[src/rtl/plot_pkg.sv]
// Shared definitions for the plot datapath: command and state encodings,
// screen geometry and the command decoder.
package plot_pkg;

  typedef enum logic [2:0] {
    CMD_IDLE  = 3'b000,
    CMD_LOADX = 3'b001,
    CMD_PLOT  = 3'b100,
    CMD_BLACK = 3'b101
  } cmd_t;

  typedef enum logic [2:0] {
    S_IDLE  = 3'd0,
    S_LOADX = 3'd1,
    S_DRAW  = 3'd2,
    S_CLEAR = 3'd3,
    S_HOLD  = 3'd4
  } state_t;

  localparam logic [7:0] SCREEN_W  = 8'd160;
  localparam logic [7:0] SCREEN_H  = 8'd120;
  localparam logic [7:0] BLOCK_DIM = 8'd4;

  // Unknown command codes behave exactly like idle.
  function automatic cmd_t decode_cmd(input logic [2:0] raw);
    case (raw)
      3'b001:  return CMD_LOADX;
      3'b100:  return CMD_PLOT;
      3'b101:  return CMD_BLACK;
      default: return CMD_IDLE;
    endcase
  endfunction

  function automatic logic on_screen(input logic [7:0] x, input logic [7:0] y);
    return (x < SCREEN_W) && (y < SCREEN_H);
  endfunction

endpackage

[src/rtl/plot_datapath_xy_scan_counter.sv]
// Nested x/y scan counter (x inner) with run-time last-value limits, shared by
// the block draw and the screen clear. Exposes its next value for registered decode.
module xy_scan_counter
  import plot_pkg::*;
(
  input  logic       clock,
  input  logic       ResetN,
  input  logic       start,
  input  logic       step,
  input  logic [7:0] x_last,
  input  logic [6:0] y_last,
  output logic [7:0] x_nxt,
  output logic [6:0] y_nxt,
  output logic       last
);

  logic [7:0] x_cnt_r;
  logic [6:0] y_cnt_r;

  assign last = (x_cnt_r == x_last) && (y_cnt_r == y_last);

  // Next count: restart, advance with x wrapping into y, or hold at the end.
  always_comb begin
    x_nxt = x_cnt_r;
    y_nxt = y_cnt_r;
    if (start) begin
      x_nxt = 8'd0;
      y_nxt = 7'd0;
    end else if (step && !last) begin
      if (x_cnt_r == x_last) begin
        x_nxt = 8'd0;
        y_nxt = y_cnt_r + 7'd1;
      end else begin
        x_nxt = x_cnt_r + 8'd1;
      end
    end else begin
      x_nxt = x_cnt_r;
    end
  end

  // Count registers.
  always_ff @(posedge clock or negedge ResetN) begin
    if (!ResetN) begin
      x_cnt_r <= 8'd0;
      y_cnt_r <= 7'd0;
    end else begin
      x_cnt_r <= x_nxt;
      y_cnt_r <= y_nxt;
    end
  end

endmodule

[src/rtl/plot_datapath.sv]
// Plot datapath: loads X, draws a clipped pixel/block or clears the screen to black.
// Define PLOT_BLOCK_4X4_EN to draw a 4x4 block; otherwise a single pixel is drawn.
module plot_datapath
  import plot_pkg::*;
(
  input  logic       clock,
  input  logic       ResetN,
  input  logic [2:0] ctlCommand,
  input  logic [6:0] data_in,
  input  logic [2:0] colour_in,
  output logic [7:0] x_out,
  output logic [6:0] y_out,
  output logic [2:0] colour_out,
  output logic       writeEn,
  output logic       done
);

`ifdef PLOT_BLOCK_4X4_EN
  localparam logic [7:0] DRAW_LAST = BLOCK_DIM - 8'd1;
`else
  localparam logic [7:0] DRAW_LAST = 8'd0;
`endif
  localparam logic [7:0] CLEAR_X_LAST = SCREEN_W - 8'd1;
  localparam logic [7:0] CLEAR_Y_LAST = SCREEN_H - 8'd1;

  cmd_t       cmd_s;
  state_t     state_r, state_nxt_s;
  cmd_t       start_cmd_r, start_cmd_nxt_s;
  logic [7:0] x_reg_r, x_nxt_s;
  logic [6:0] y_reg_r, y_nxt_s;
  logic [2:0] colour_reg_r, colour_nxt_s;
  logic       cnt_start_s, cnt_step_s, cnt_last_s;
  logic [7:0] cnt_x_nxt_s, x_lim_s, px_x_s;
  logic [6:0] cnt_y_nxt_s, y_lim_s;
  logic [7:0] px_y_s;
  logic [7:0] x_out_s;
  logic [6:0] y_out_s;
  logic [2:0] colour_out_s;
  logic       we_s, done_s;

  assign cmd_s   = decode_cmd(ctlCommand);
  assign x_lim_s = (state_r == S_CLEAR) ? CLEAR_X_LAST : DRAW_LAST;
  assign y_lim_s = (state_r == S_CLEAR) ? CLEAR_Y_LAST[6:0] : DRAW_LAST[6:0];

  xy_scan_counter u_scan (
    .clock  (clock),
    .ResetN (ResetN),
    .start  (cnt_start_s),
    .step   (cnt_step_s),
    .x_last (x_lim_s),
    .y_last (y_lim_s),
    .x_nxt  (cnt_x_nxt_s),
    .y_nxt  (cnt_y_nxt_s),
    .last   (cnt_last_s)
  );

  // State and operand registers.
  always_ff @(posedge clock or negedge ResetN) begin
    if (!ResetN) begin
      state_r      <= S_IDLE;
      start_cmd_r  <= CMD_IDLE;
      x_reg_r      <= 8'd0;
      y_reg_r      <= 7'd0;
      colour_reg_r <= 3'd0;
    end else begin
      state_r      <= state_nxt_s;
      start_cmd_r  <= start_cmd_nxt_s;
      x_reg_r      <= x_nxt_s;
      y_reg_r      <= y_nxt_s;
      colour_reg_r <= colour_nxt_s;
    end
  end

  // Next state and operand updates; idle aborts everything, black beats an ongoing draw.
  always_comb begin
    state_nxt_s     = state_r;
    start_cmd_nxt_s = start_cmd_r;
    x_nxt_s         = x_reg_r;
    y_nxt_s         = y_reg_r;
    colour_nxt_s    = colour_reg_r;
    cnt_start_s     = 1'b0;
    cnt_step_s      = 1'b0;
    case (state_r)
      S_IDLE, S_LOADX, S_HOLD: begin
        if ((state_r != S_HOLD) || (cmd_s != start_cmd_r)) begin
          case (cmd_s)
            CMD_LOADX: begin
              state_nxt_s = S_LOADX;
              x_nxt_s     = {1'b0, data_in};
            end
            CMD_PLOT: begin
              state_nxt_s     = S_DRAW;
              start_cmd_nxt_s = CMD_PLOT;
              y_nxt_s         = data_in;
              colour_nxt_s    = colour_in;
              cnt_start_s     = 1'b1;
            end
            CMD_BLACK: begin
              state_nxt_s     = S_CLEAR;
              start_cmd_nxt_s = CMD_BLACK;
              cnt_start_s     = 1'b1;
            end
            default: begin
              state_nxt_s = S_IDLE;
              x_nxt_s     = 8'd0;
              y_nxt_s     = 7'd0;
            end
          endcase
        end else begin
          state_nxt_s = S_HOLD;
        end
      end
      S_DRAW: begin
        case (cmd_s)
          CMD_IDLE: begin
            state_nxt_s = S_IDLE;
            x_nxt_s     = 8'd0;
            y_nxt_s     = 7'd0;
          end
          CMD_BLACK: begin
            state_nxt_s     = S_CLEAR;
            start_cmd_nxt_s = CMD_BLACK;
            cnt_start_s     = 1'b1;
          end
          default: begin
            if (cnt_last_s) begin
              state_nxt_s = S_HOLD;
            end else begin
              cnt_step_s = 1'b1;
            end
          end
        endcase
      end
      S_CLEAR: begin
        case (cmd_s)
          CMD_IDLE: begin
            state_nxt_s = S_IDLE;
            x_nxt_s     = 8'd0;
            y_nxt_s     = 7'd0;
          end
          default: begin
            if (cnt_last_s) begin
              state_nxt_s = S_HOLD;
            end else begin
              cnt_step_s = 1'b1;
            end
          end
        endcase
      end
      default: begin
        state_nxt_s = S_IDLE;
      end
    endcase
  end

  // Pixel address is formed at 8 bits so off-screen rows are seen before truncation.
  assign px_x_s = x_nxt_s + cnt_x_nxt_s;
  assign px_y_s = {1'b0, y_nxt_s} + {1'b0, cnt_y_nxt_s};

  // Output decode from the values about to be registered.
  always_comb begin
    we_s         = 1'b0;
    done_s       = 1'b0;
    x_out_s      = 8'd0;
    y_out_s      = 7'd0;
    colour_out_s = 3'd0;
    case (state_nxt_s)
      S_DRAW: begin
        we_s         = on_screen(px_x_s, px_y_s);
        x_out_s      = px_x_s;
        y_out_s      = px_y_s[6:0];
        colour_out_s = colour_nxt_s;
      end
      S_CLEAR: begin
        we_s    = 1'b1;
        x_out_s = cnt_x_nxt_s;
        y_out_s = cnt_y_nxt_s;
      end
      S_HOLD: begin
        done_s = 1'b1;
      end
      default: begin
        done_s = 1'b0;
      end
    endcase
  end

  // Registered VGA-side outputs.
  always_ff @(posedge clock or negedge ResetN) begin
    if (!ResetN) begin
      x_out      <= 8'd0;
      y_out      <= 7'd0;
      colour_out <= 3'd0;
      writeEn    <= 1'b0;
      done       <= 1'b0;
    end else begin
      x_out      <= x_out_s;
      y_out      <= y_out_s;
      colour_out <= colour_out_s;
      writeEn    <= we_s;
      done       <= done_s;
    end
  end

endmodule
[config.mk]
export PLATFORM = sky130hd
export DESIGN_NAME = plot_datapath
export DESIGN_NICKNAME = d
export VERILOG_FILES = /design/src/rtl/plot_pkg.sv /design/src/rtl/plot_datapath_xy_scan_counter.sv /design/src/rtl/plot_datapath.sv
export SDC_FILE = /design/constraint.sdc
export NUM_CORES = 1
export LEC_CHECK = 0
export ABC_AREA = 1
export BUFFER_PORTS_ARGS = -buffer_cell sky130_fd_sc_hd__buf_2
export CAP_MARGIN = 20
export CORE_UTILIZATION = 35
export DETAILED_ROUTE_END_ITERATION = 12
export REMOVE_ABC_BUFFERS = 1
export SKIP_LAST_GASP = 1
export SYNTH_ARGS = -nofsm -noshare
export SYNTH_HDL_FRONTEND = slang
export SYNTH_SLANG_ARGS = --single-unit
[constraint.sdc]
create_clock -name clock -period 4.1 [get_ports clock]
set_clock_uncertainty 0.2 [all_clocks]
set_input_delay 0 -clock clock [delete_from_list [all_inputs] [get_ports clock]]
set_output_delay 0 -clock clock [all_outputs]
set_load 0.02 [all_outputs]
==> results of run 1 <==
==> worst max-delay path by stage <==
stage,cells past startpoint,slack [ps],to
finish,25,380,writeEn
global route,27,10,writeEn
global placement,21,240,writeEn
floorplan,20,730,writeEn
CTS,21,120,writeEn
detailed placement,21,150,writeEn
==> where the power goes <==
| part | switching (W) | total [W] | leakage [nW] | internal [W] |
|---|---|---|---|---|
| clock | 0.000221 | 0.000467 | 0.0920 | 0.000246 |
| sequential | 0.0000529 | 0.000702 | 0.785 | 0.000649 |
| combinational | 0.000503 | 0.000725 | 1.38 | 0.000222 |
| total | 0.000777 | 0.00189 | 2.26 | 0.00112 |
==> state kept, by name, summed over array words and instances, names as in the netlist <==
signal,cells
x_out,8
writeEn,1
u_scan.y_cnt_r,7
y_out,7
y_reg_r,7
x_reg_r,8
done,1
state_r,3
colour_out,3
u_scan.x_cnt_r,8
colour_reg_r,3
start_cmd_r,2
==> cells in the final DEF (no fill, tap or decap), drive strengths merged <==
master | netlist | layout
o31ai | 1 | 1
nand3b | 1 | 1
fa | 1 | 1
nand2 | 133 | 133
o21ai | 33 | 33
dfrtp | 58 | 58
ha | 14 | 14
nand4 | 4 | 4
a21oi | 19 | 19
and2 | 1 | 1
o32ai | 2 | 2
o311ai | 1 | 1
clkinv | 4 | 7
a221oi | 1 | 1
a211oi | 1 | 1
nor4 | 2 | 2
xor2 | 8 | 8
a32o | 1 | 1
nand3 | 43 | 43
xnor2 | 1 | 1
o22ai | 1 | 1
or2 | 1 | 1
nor2 | 47 | 47
clkbuf | 1 | 12
dlygate4sd3 | 0 | 14
o21bai | 2 | 2
nor3b | 1 | 1
inv | 66 | 66
buf | 1 | 38
o21a | 1 | 1
nor3 | 13 | 13
==> per-stage QoR <==
step           instances  setup WS (ps)
2_1_floorplan        461            727
3_3_place_gp         630            244
3_5_place_dp         630            154
4_1_cts              659            116
5_1_grt              661           12.5
6_report             661            377
==> routing by layer <==
| metal | global-route usage, % | vias to the layer above | share of wire, % |
|---|---|---|---|
| met2 | 31.4 | 66 | 48 |
| met5 | 0 | - | 0 |
| li1 | - | 1616 | - |
| met1 | 24.3 | 1471 | 47 |
| met3 | 4.95 | 11 | 3.3 |
| met4 | 4.88 | 0 | 1.5 |
==> synthesized netlist by cell type, types with 2 or more instances <==
library cell,count,area share [%]
o21ai_0,20,2.8
o21bai_1,2,0.42
nand4_1,4,0.70
a21oi_1,17,2.4
inv_1,53,5.6
nor4_1,2,0.35
nand3_1,38,5.3
o32ai_1,2,0.49
nand2_2,8,1.4
nor3_1,9,1.3
nand3_2,4,1.1
nor2_8,2,1.1
nor2_4,3,0.95
nor3_2,3,0.84
o21ai_1,11,1.5
nand2_4,2,0.63
clkinv_1,3,0.32
o21ai_2,2,0.49
nor2_2,5,0.88
inv_2,13,1.4
xor2_1,8,2.0
dfrtp_1,58,41
ha_1,14,4.9
nand2_1,123,13
nor2_1,37,3.9
==> critical path, stage by stage <==
cell	delay, ps
dlygate4sd3_1	530
buf_2	120
inv_1	110
nand3_1	190
nand3_1	140
nand2_1	130
nor2_8	240
nor2_2	90
nand2_1	240
o21ai_0	180
ha_1	260
fa_1	410
nand3_1	90
and2_1	170
o21bai_1	80
a21oi_1	150
xor2_1	200
nand2_1	90
nand3_1	90
nand2_1	50
clkinv_1	50
nand2_1	50
inv_2	40
nand2_1	40
nand2_1	50
==> cell families after synthesis <==
family	share of synthesized area, %
flip-flops	40.8
XOR/XNOR	2.22
buffers and inverters	7.66
AND/OR/NAND/NOR	33.2
AO/OA/AOI/OAI	10.6
adder cells (fa/ha/maj)	5.49
==> what timing repair did <==
| item | in CTS | in global routing |
|---|---|---|
| buffers inserted | 0 | 2 |
| endpoints found under the hold margin | 78 | 0 |
| resized for setup | 0 | 9 |
| hold buffers | 14 | 0 |
| setup endpoints to repair | 0 | 2 |
==> final cells by class <==
cell class | count | area (um^2)
fillers | 1058 | 5570
multi-input cells | 333 | 1860
flip-flops and latches | 58 | 1450
repair buffers | 52 | 340
inverters | 70 | 264
well taps | 133 | 166
clock buffers | 12 | 155
clock inverters | 3 | 15.0
==> results by group, run 1 <==
Drt
  – Drt pass-1 iters: 4
  – Vias/cell: between 4 and 5
  – Vias: about 3200
  – DRT antenna net count: 0
  – Final Routed Wirelength: 8.85 mm
  – Routed len/inst: 13.4 um
  – Starting DRT DRC Count: between 150 and 200
  – DRC viols: 0

Setup path
  – Worst Path Arrival: 3790 ps
  – Required time of the critical path: 4170 ps
  – Worst Setup SP: ctlCommand[1]
  – CP Class: in -> reg
  – Capture point of the worst reg-to-reg path: writeEn
  – Crit. End Element: flip-flop
  – Critical Path Fanout Max: 7
  – R2r worst-path depth: 24
  – Startpoint class of the critical path: primary input
  – R2R Setup Slk: around 400 ps
  – Reg2reg start: state_r[2]

Worst hold path
  – Hold Crit Class: in -> async

Global routing
  – Vias in the first global route: 3158
  – Largest net degree at the start of global routing: 59
  – Aggregate global routing overflow: 0
  – Total Routing Usage GR: between 10% and 20%
  – First-pass GRT wire length: around 15 mm
  – Antenna violations before repair: 0

Floorplan
  – Die Y: just over 100 um
  – Full die area: about 11000 um^2
  – Die W: roughly 100 um
  – # rows: 36
  – Core box area: around 10000 um^2
  – Initial Util: between 30% and 40%
  – Ports: 35

Final layout
  – Fin area: 4250 um^2
  – Net count reported at finish: about 550
  – N_diodes: 0
  – Final Core Density: 43.3%
  – Layout area overhead: 19.5%
  – Layout cell share with drive strength beyond 1: roughly a fifth

Placed design
  – I/O Buffers: 34
  – RePlAce Congestion: ~0.93
  – Placed cell area: between 3000 and 4000 um^2
  – Detail Placement HPWL: around 6.6 mm

Clocking
  – Max Root-Sink Buffers: 2
  – CTS tree: yes
  – H-tree Lvls: 3
  – Clock Sinks: 58
  – Root Buffer: clkbuf_8
  – Later-pin clock latency in the skew report: around 340 ps
  – Clk slew on worst S/H paths: ~70 ps
  – Num CTS Buffers: 9

STA
  – Worst hold slack: 126 ps
  – Setup violators final: 0
  – Worst slew pin tran: approximately 730 ps
  – RSZ-0062 raised after global routing: false
  – Fin. max-slew vios: 0
  – Worst rel slew slack: about half
  – Final hold vios: 0
  – Max Clock Freq: ~270 MHz
  – TNS Setup: 0 ps
  – Fin crit share: just over 90%
  – Clock period minus final worst setup slack: around 3700 ps

Power
  – VDD IR max: between 0.15 and 0.2 mV
  – Cell area power density: approximately 450 nW/um^2
  – Tot Pwr: between 0.0015 and 0.002 W
  – Total leakage power: 2.26 nW

Synthesis
  – Number of synthesized flops with an enable pin: 0
  – Top_reg_cell synth: dfrtp_1
  – Mean Syn Cell Area: 7.69 um^2
  – Post-synthesis sequential area ratio: 40.8%
  – Ys Warns: 0
  – Synth Register Bits: between 50 and 60
  – Cell Area, Synth: roughly 3600 um^2
  – Post-synth ARST share: 100%
  – Synthesized instance count: between 400 and 500
  – Synth unique cells: 45

Run
  – Max-capacitance violation count: 0

Run status
  – Status: finished, final reports clean
No activity file was read; power rests on OpenSTA's default activity.
==> run 2: changes to the inputs <==
BUFFER_PORTS_ARGS = -buffer_cell sky130_fd_sc_hd__buf_4   (was -buffer_cell sky130_fd_sc_hd__buf_2)
CTS_BUF_LIST = sky130_fd_sc_hd__clkbuf_8   (was not set)
==> results by group, run 2 (synthesized netlist as in run 1, its figures left out) <==
STA
  – Fin. max-slew vios: 0 (unchanged)
  – Worst slew pin tran: 736 ps (+4.71 ps)
  – Final hold vios: 0 (unchanged)
  – Worst rel slew slack: 50.9% (-0.31 points)
  – Clock period minus final worst setup slack: 3750 ps (+26.8 ps)
  – Setup violators final: 0 (unchanged)
  – Max Clock Freq: 267 MHz (-0.71%)
  – Fin crit share: 91.5% (+0.65 points)

Drt
  – Vias: 3210 (+1.5%)
  – Routed len/inst: 13.8 um (+2.8%)
  – DRC viols: 0 (unchanged)
  – Vias/cell: 4.86 (+1.5%)
  – Starting DRT DRC Count: 195 (+20%)
  – Final Routed Wirelength: 9.10 mm (+2.8%)
  – Drt pass-1 iters: 4 (unchanged)
  – DRT antenna net count: 0 (unchanged)

Setup path
  – R2r worst-path depth: 23 (-4.2%)
  – Required time of the critical path: 4170 ps (about the same)
  – Capture point of the worst reg-to-reg path: writeEn
  – Most used cell, CP: nand2_1
  – Max incr delay on CP: 540 ps (about the same)
  – CP Class: in -> reg
  – CP max-delay cell: dlygate4sd3_1
  – R2R Setup Slk: 360 ps (-40 ps)
  – Critical Path Fanout Max: 8 (+1)
  – Crit. End Element: flip-flop
  – Worst Path Arrival: 3820 ps (+30 ps)
  – Reg2reg start: state_r[2]
  – Startpoint class of the critical path: primary input

Run
  – Max-capacitance violation count: 0 (unchanged)

Final layout
  – Most common cell after layout, fill and taps aside: nand2_1
  – Layout cell share with drive strength beyond 1: 21.0% (+1.1 points)
  – Top Registers: u_scan.x_cnt_r: 8 flops, x_out: 8 flops, x_reg_r: 8 flops
  – Net count reported at finish: 553 (-0.18%)
  – N_diodes: 0 (unchanged)
  – Fillers: 1028 (-2.8%)
  – Layout area overhead: 23.5%
  – Most frequent cells in the layout: 122 x nand2_1, 56 x inv_1, 55 x dfrtp_1
  – Final Core Density: 44.7% (+1.4 points)
  – Final Non-Filler Cells: 661 (unchanged)

Clocking
  – Root Buffer: clkbuf_8
  – Clk slew on worst S/H paths: 60 ps (about the same)
  – Later-pin clock latency in the skew report: 340 ps (about the same)
  – Clock Sinks: 58 (unchanged)
  – Max Root-Sink Buffers: 2 (unchanged)
  – H-tree Lvls: 3 (unchanged)
  – CTS tree: yes
  – Num CTS Buffers: 9 (unchanged)

Global routing
  – Total Routing Usage GR: 19.1% (+0.28 points)
  – Antenna violations before repair: 0 (unchanged)
  – Vias in the first global route: 3196 (+1.2%)
  – First-pass GRT wire length: 15.2 mm (+2.6%)
  – Aggregate global routing overflow: 0 (unchanged)
  – Largest net degree at the start of global routing: 59 (unchanged)

Worst hold path
  – Hold Crit Class: in -> async

Power
  – Clock power share: 27.0% (+2.3 points)
  – Reg power frac: 35.5% (-1.6 points)
  – Switch share: 40.0% (-0.99 points)
  – Psw: 0.000798 W (+2.7%)
  – Cell area power density: 454 nW/um^2 (+1.8%)
  – Total leakage power: 2.30 nW (+1.8%)
  – Cell Int Power: 0.00119 W (+7.0%)
  – VDD IR max: 0.224 mV (+22%)
  – Comb pwr share: 37.5% (-0.8 points)

Floorplan
  – Ports: 35 (unchanged)
  – Core box area: 9820 um^2 (unchanged)
  – Die Y: 103 um (unchanged)
  – Die W: 103 um (unchanged)
  – Initial Util: 36.2% (unchanged)
  – Full die area: 10600 um^2 (unchanged)
  – # rows: 36 (unchanged)

Placed design
  – # placed instances: 629 (-0.16%)
  – Detail Placement HPWL: 6.77 mm (+3.2%)
  – I/O Buffers: 34 (unchanged)
  – RePlAce Congestion: 0.891 (-4.0%)

Run status
  – Status: finished, final reports clean
-- run 2: cell count changes in the layout (fill, tap and decap cells not counted), sizes merged --
cell | before | now
clkbuf | 12 | 11
inv | 66 | 69
clkinv | 7 | 5
buf | 38 | 37
bufinv | 0 | 1
-- run 2: repair_timing --
| action | in CTS | in global routing |
|---|---|---|
| endpoints found under the hold margin | 78 | 0 |
| setup endpoints to repair | 0 | 2 |
| hold buffers | 14 | 0 |
| gates resized for setup | 0 | 19 |
| buffers inserted | 0 | 2 |
-- run 2: layout make-up --
type,count,area (um^2),share of cell area (%)
tap,133,166,3.79
clock buffer,11,151,3.45
clock inverter,5,46.3,1.05
timing repair buffer,51,418,9.51
multi-input combinational,333,1890,43.1
sequential,58,1460,33.1
inverter,70,264,6.01
-- run 2: metrics by stage --
step / hold WS, ps / worst slack [ps] / TNS [ps] / total power, W / area, um^2
6_report: 64.5 / 350 / 0 / 0.00199 / 4390
3_3_place_gp: -79.0 / 219 / 0 / 0.00143 / 3980
4_1_cts: 94.5 / 103 / 0 / 0.00199 / 4320
5_1_grt: 132 / -12.4 / -12.4 / 0.00213 / 4390
2_1_floorplan: -496 / 727 / 0 / 0.00123 / 3550
3_5_place_dp: -70.5 / 144 / 0 / 0.00143 / 3980
-- run 2: worst max path at each step --
| stage | startpoint | end | slack [ps] | cells past startpoint |
|---|---|---|---|---|
| 3_5_place_dp | state_r[0] | writeEn | 140 | 21 |
| 5_1_grt | state_r[2] | writeEn | -10 | 24 |
| 2_1_floorplan | state_r[0] | writeEn | 730 | 20 |
| 6_report | ctlCommand[1] | writeEn | 350 | 27 |
| 3_3_place_gp | state_r[0] | writeEn | 220 | 21 |
| 4_1_cts | state_r[0] | writeEn | 100 | 21 |
-- run 2: layer usage --
layer  wire length, um  global-route usage [%]  part of all wire (%)
met4               191                    7.91                   2.1
met2              4280                    30.8                    47
met1              4250                    24.8                    47
met3               380                    4.41                   4.2
met5                 0                       0                     0
-- run 2: power groups by stage --
stage               combinational, W  clock, W  sequential [W]
global route                0.000843  0.000574        0.000716
global placement            0.000716         0        0.000710
finish                      0.000747  0.000539        0.000707
detailed placement          0.000722         0        0.000713
floorplan                   0.000500         0        0.000730
CTS                         0.000736  0.000552        0.000702
-- run 2: critical path, delay by kind of cell --
kind | cells | cell delay (ps)
compound gates | 4 | 530
xor+xnor | 1 | 210
fa+ha+maj | 2 | 660
buf+inv | 5 | 910
simple gates | 15 | 1520
==> run 3: changes to the inputs <==
PLACE_DENSITY = 0.5   (was not set)
==> results by group, run 3 (synthesized netlist as in run 1, its figures left out) <==
Run status
  – Status: finished, final reports clean

Final layout
  – Top Registers: u_scan.x_cnt_r: 8 flops, x_out: 8 flops, x_reg_r: 8 flops
  – Multi-input combinational cell area: 1850 um^2 (-2.1%)
  – Sequential standard cell area: 1450 um^2 (-0.26%)
  – Layout area overhead: 21.9%
  – Layout cell share with drive strength beyond 1: 19.7% (-1.4 points)
  – Final Core Density: 44.2% (-0.57 points)
  – Most common cell after layout, fill and taps aside: nand2_1
  – Net count reported at finish: 555 (+0.36%)
  – Fin area: 4340 um^2 (-1.3%)
  – Most frequent cells in the layout: 123 x nand2_1, 58 x dfrtp_1, 54 x inv_1
  – Fillers: 1048 (+1.9%)
  – N_diodes: 0 (unchanged)

Drt
  – Drt pass-1 iters: 4 (unchanged)
  – Vias/cell: 4.86 (+0.16%)
  – DRC viols: 0 (unchanged)
  – Final Routed Wirelength: 9.35 mm (+2.7%)
  – Vias: 3220 (+0.31%)
  – Starting DRT DRC Count: 187 (-4.1%)
  – DRT antenna net count: 0 (unchanged)
  – Routed len/inst: 14.1 um (+2.5%)

Placed design
  – Placed cell area: 4010 um^2 (+0.75%)
  – I/O Buffers: 34 (unchanged)
  – RePlAce Congestion: 0.836 (-6.2%)
  – Detail Placement HPWL: 6.98 mm (+3.0%)

Setup path
  – CP Class: reg -> reg
  – R2R Setup Slk: 320 ps (-40 ps)
  – Reg2reg start: state_r[2]
  – Worst Setup SP: state_r[2]
  – Startpoint class of the critical path: flip-flop
  – Required time of the critical path: 4120 ps (-50 ps)
  – Worst Path Arrival: 3800 ps (-20 ps)
  – Critical Path Fanout Max: 7 (-1)
  – Crit. End Element: flip-flop

Global routing
  – Total Routing Usage GR: 19.4% (+0.25 points)
  – Vias in the first global route: 3105 (-2.8%)
  – Largest net degree at the start of global routing: 59 (unchanged)
  – Aggregate global routing overflow: 0 (unchanged)
  – First-pass GRT wire length: 15.1 mm (-0.77%)
  – Antenna violations before repair: 0 (unchanged)

Worst hold path
  – Hold Crit Class: in -> async

STA
  – Fin. max-slew vios: 0 (unchanged)
  – Clock period minus final worst setup slack: 3780 ps (+33.6 ps)
  – TNS Setup: 0 ps (unchanged)
  – Final hold vios: 0 (unchanged)
  – Max Clock Freq: 264 MHz (-0.89%)
  – Worst rel slew slack: 49.9% (-0.99 points)
  – Setup violators final: 0 (unchanged)
  – RSZ-0062 raised after global routing: false
  – Fin crit share: 92.3% (+0.82 points)
  – Worst slew pin tran: 751 ps (+14.8 ps)

Clocking
  – Num CTS Buffers: 9 (unchanged)
  – H-tree Lvls: 3 (unchanged)
  – Later-pin clock latency in the skew report: 340 ps (about the same)
  – CTS tree: yes
  – Clk slew on worst S/H paths: 70 ps (about the same)
  – Max Root-Sink Buffers: 2 (unchanged)
  – Root Buffer: clkbuf_8
  – Clock Sinks: 58 (unchanged)

Floorplan
  – Full die area: 10600 um^2 (unchanged)
  – Initial Util: 36.2% (unchanged)
  – Core box area: 9820 um^2 (unchanged)
  – Die Y: 103 um (unchanged)
  – Die W: 103 um (unchanged)
  – # rows: 36 (unchanged)
  – Ports: 35 (unchanged)

Power
  – Cell area power density: 446 nW/um^2 (-1.7%)
  – Total leakage power: 2.27 nW (-1.1%)
  – VDD IR max: 0.204 mV (-8.9%)

Run
  – Max-capacitance violation count: 0 (unchanged)
[run 3: changes by cell type in the layout (fill, tap and decap cells not counted), moves of 2 or more]
cell	change
buf_4	+2
clkinv_2	+2
dfrtp_1	+3
dfrtp_2	-3
inv_1	-2
[run 3: final timing paths]
path,cells past startpoint,to
worst max-delay path,24,writeEn
min in group clock,4,colour_reg_r[0]
max in group asynchronous,2,y_reg_r[2]
worst min-delay path,2,x_out[6]
worst min register to register,2,x_reg_r[7]
worst max register to register,24,writeEn
[run 3: critical path, cell delays in order (launching register included)]
cell and delay, ps:
dfrtp_1 490, a21oi_2 100, buf_4 170, nor2_1 150
clkinv_1 80, nand3_1 170, nor2_8 60, inv_2 150
nand2_1 130, nor3b_1 250, buf_4 160, ha_1 270
nand3_1 100, nand3b_1 170, nand2_1 110, o311ai_1 110
xor2_1 220, or2_1 150, nand3_1 100, nand2_1 80
clkinv_1 50, nand2_1 70, inv_2 30, nand2_1 50
nand2_1 40
[run 3: final cells by class]
class	count	share of cell area [%]
Clock buffer	11	3.49
Sequential cell	58	33.5
Tap cell	133	3.84
Multi-Input combinational cell	333	42.7
Clock inverter	4	0.433
Inverter	70	6.09
Timing Repair Buffer	53	9.98
[run 3: per-stage QoR]
stage                     instances  setup WS [ps]  hold WS, ps  power [W]
final                           662            316         77.5    0.00193
after global routing            662           4.41          161    0.00207
after CTS                       662            172          102    0.00195
after detailed placement        633            192        -74.0    0.00145
after global placement          633            280        -70.0    0.00146
after floorplan                 461            727         -496    0.00123
[run 3: power breakdown]
part           internal [W]  switching (W)  total (W)
Sequential         0.000649      0.0000517   0.000701
Combinational      0.000246       0.000514   0.000759
Clock              0.000244       0.000230   0.000473
[run 3: repair_timing]
| item | 4_1_cts | 5_1_grt |
|---|---|---|
| buffers inserted | 0 | 0 |
| hold buffers | 14 | 0 |
| resized for setup | 0 | 6 |
| hold endpoints to repair | 77 | 0 |
| setup endpoints to repair | 0 | 1 |
[run 3: metal layers]
metal	vias to the layer above	global-route usage [%]	share of wire [%]	wire (um)
li1	1623	-	-	-
met1	1501	26.2	48	4490
met2	83	31.3	46	4260
met3	13	2.78	4.6	426
met4	0	7.80	1.9	174
met5	-	0	0	0
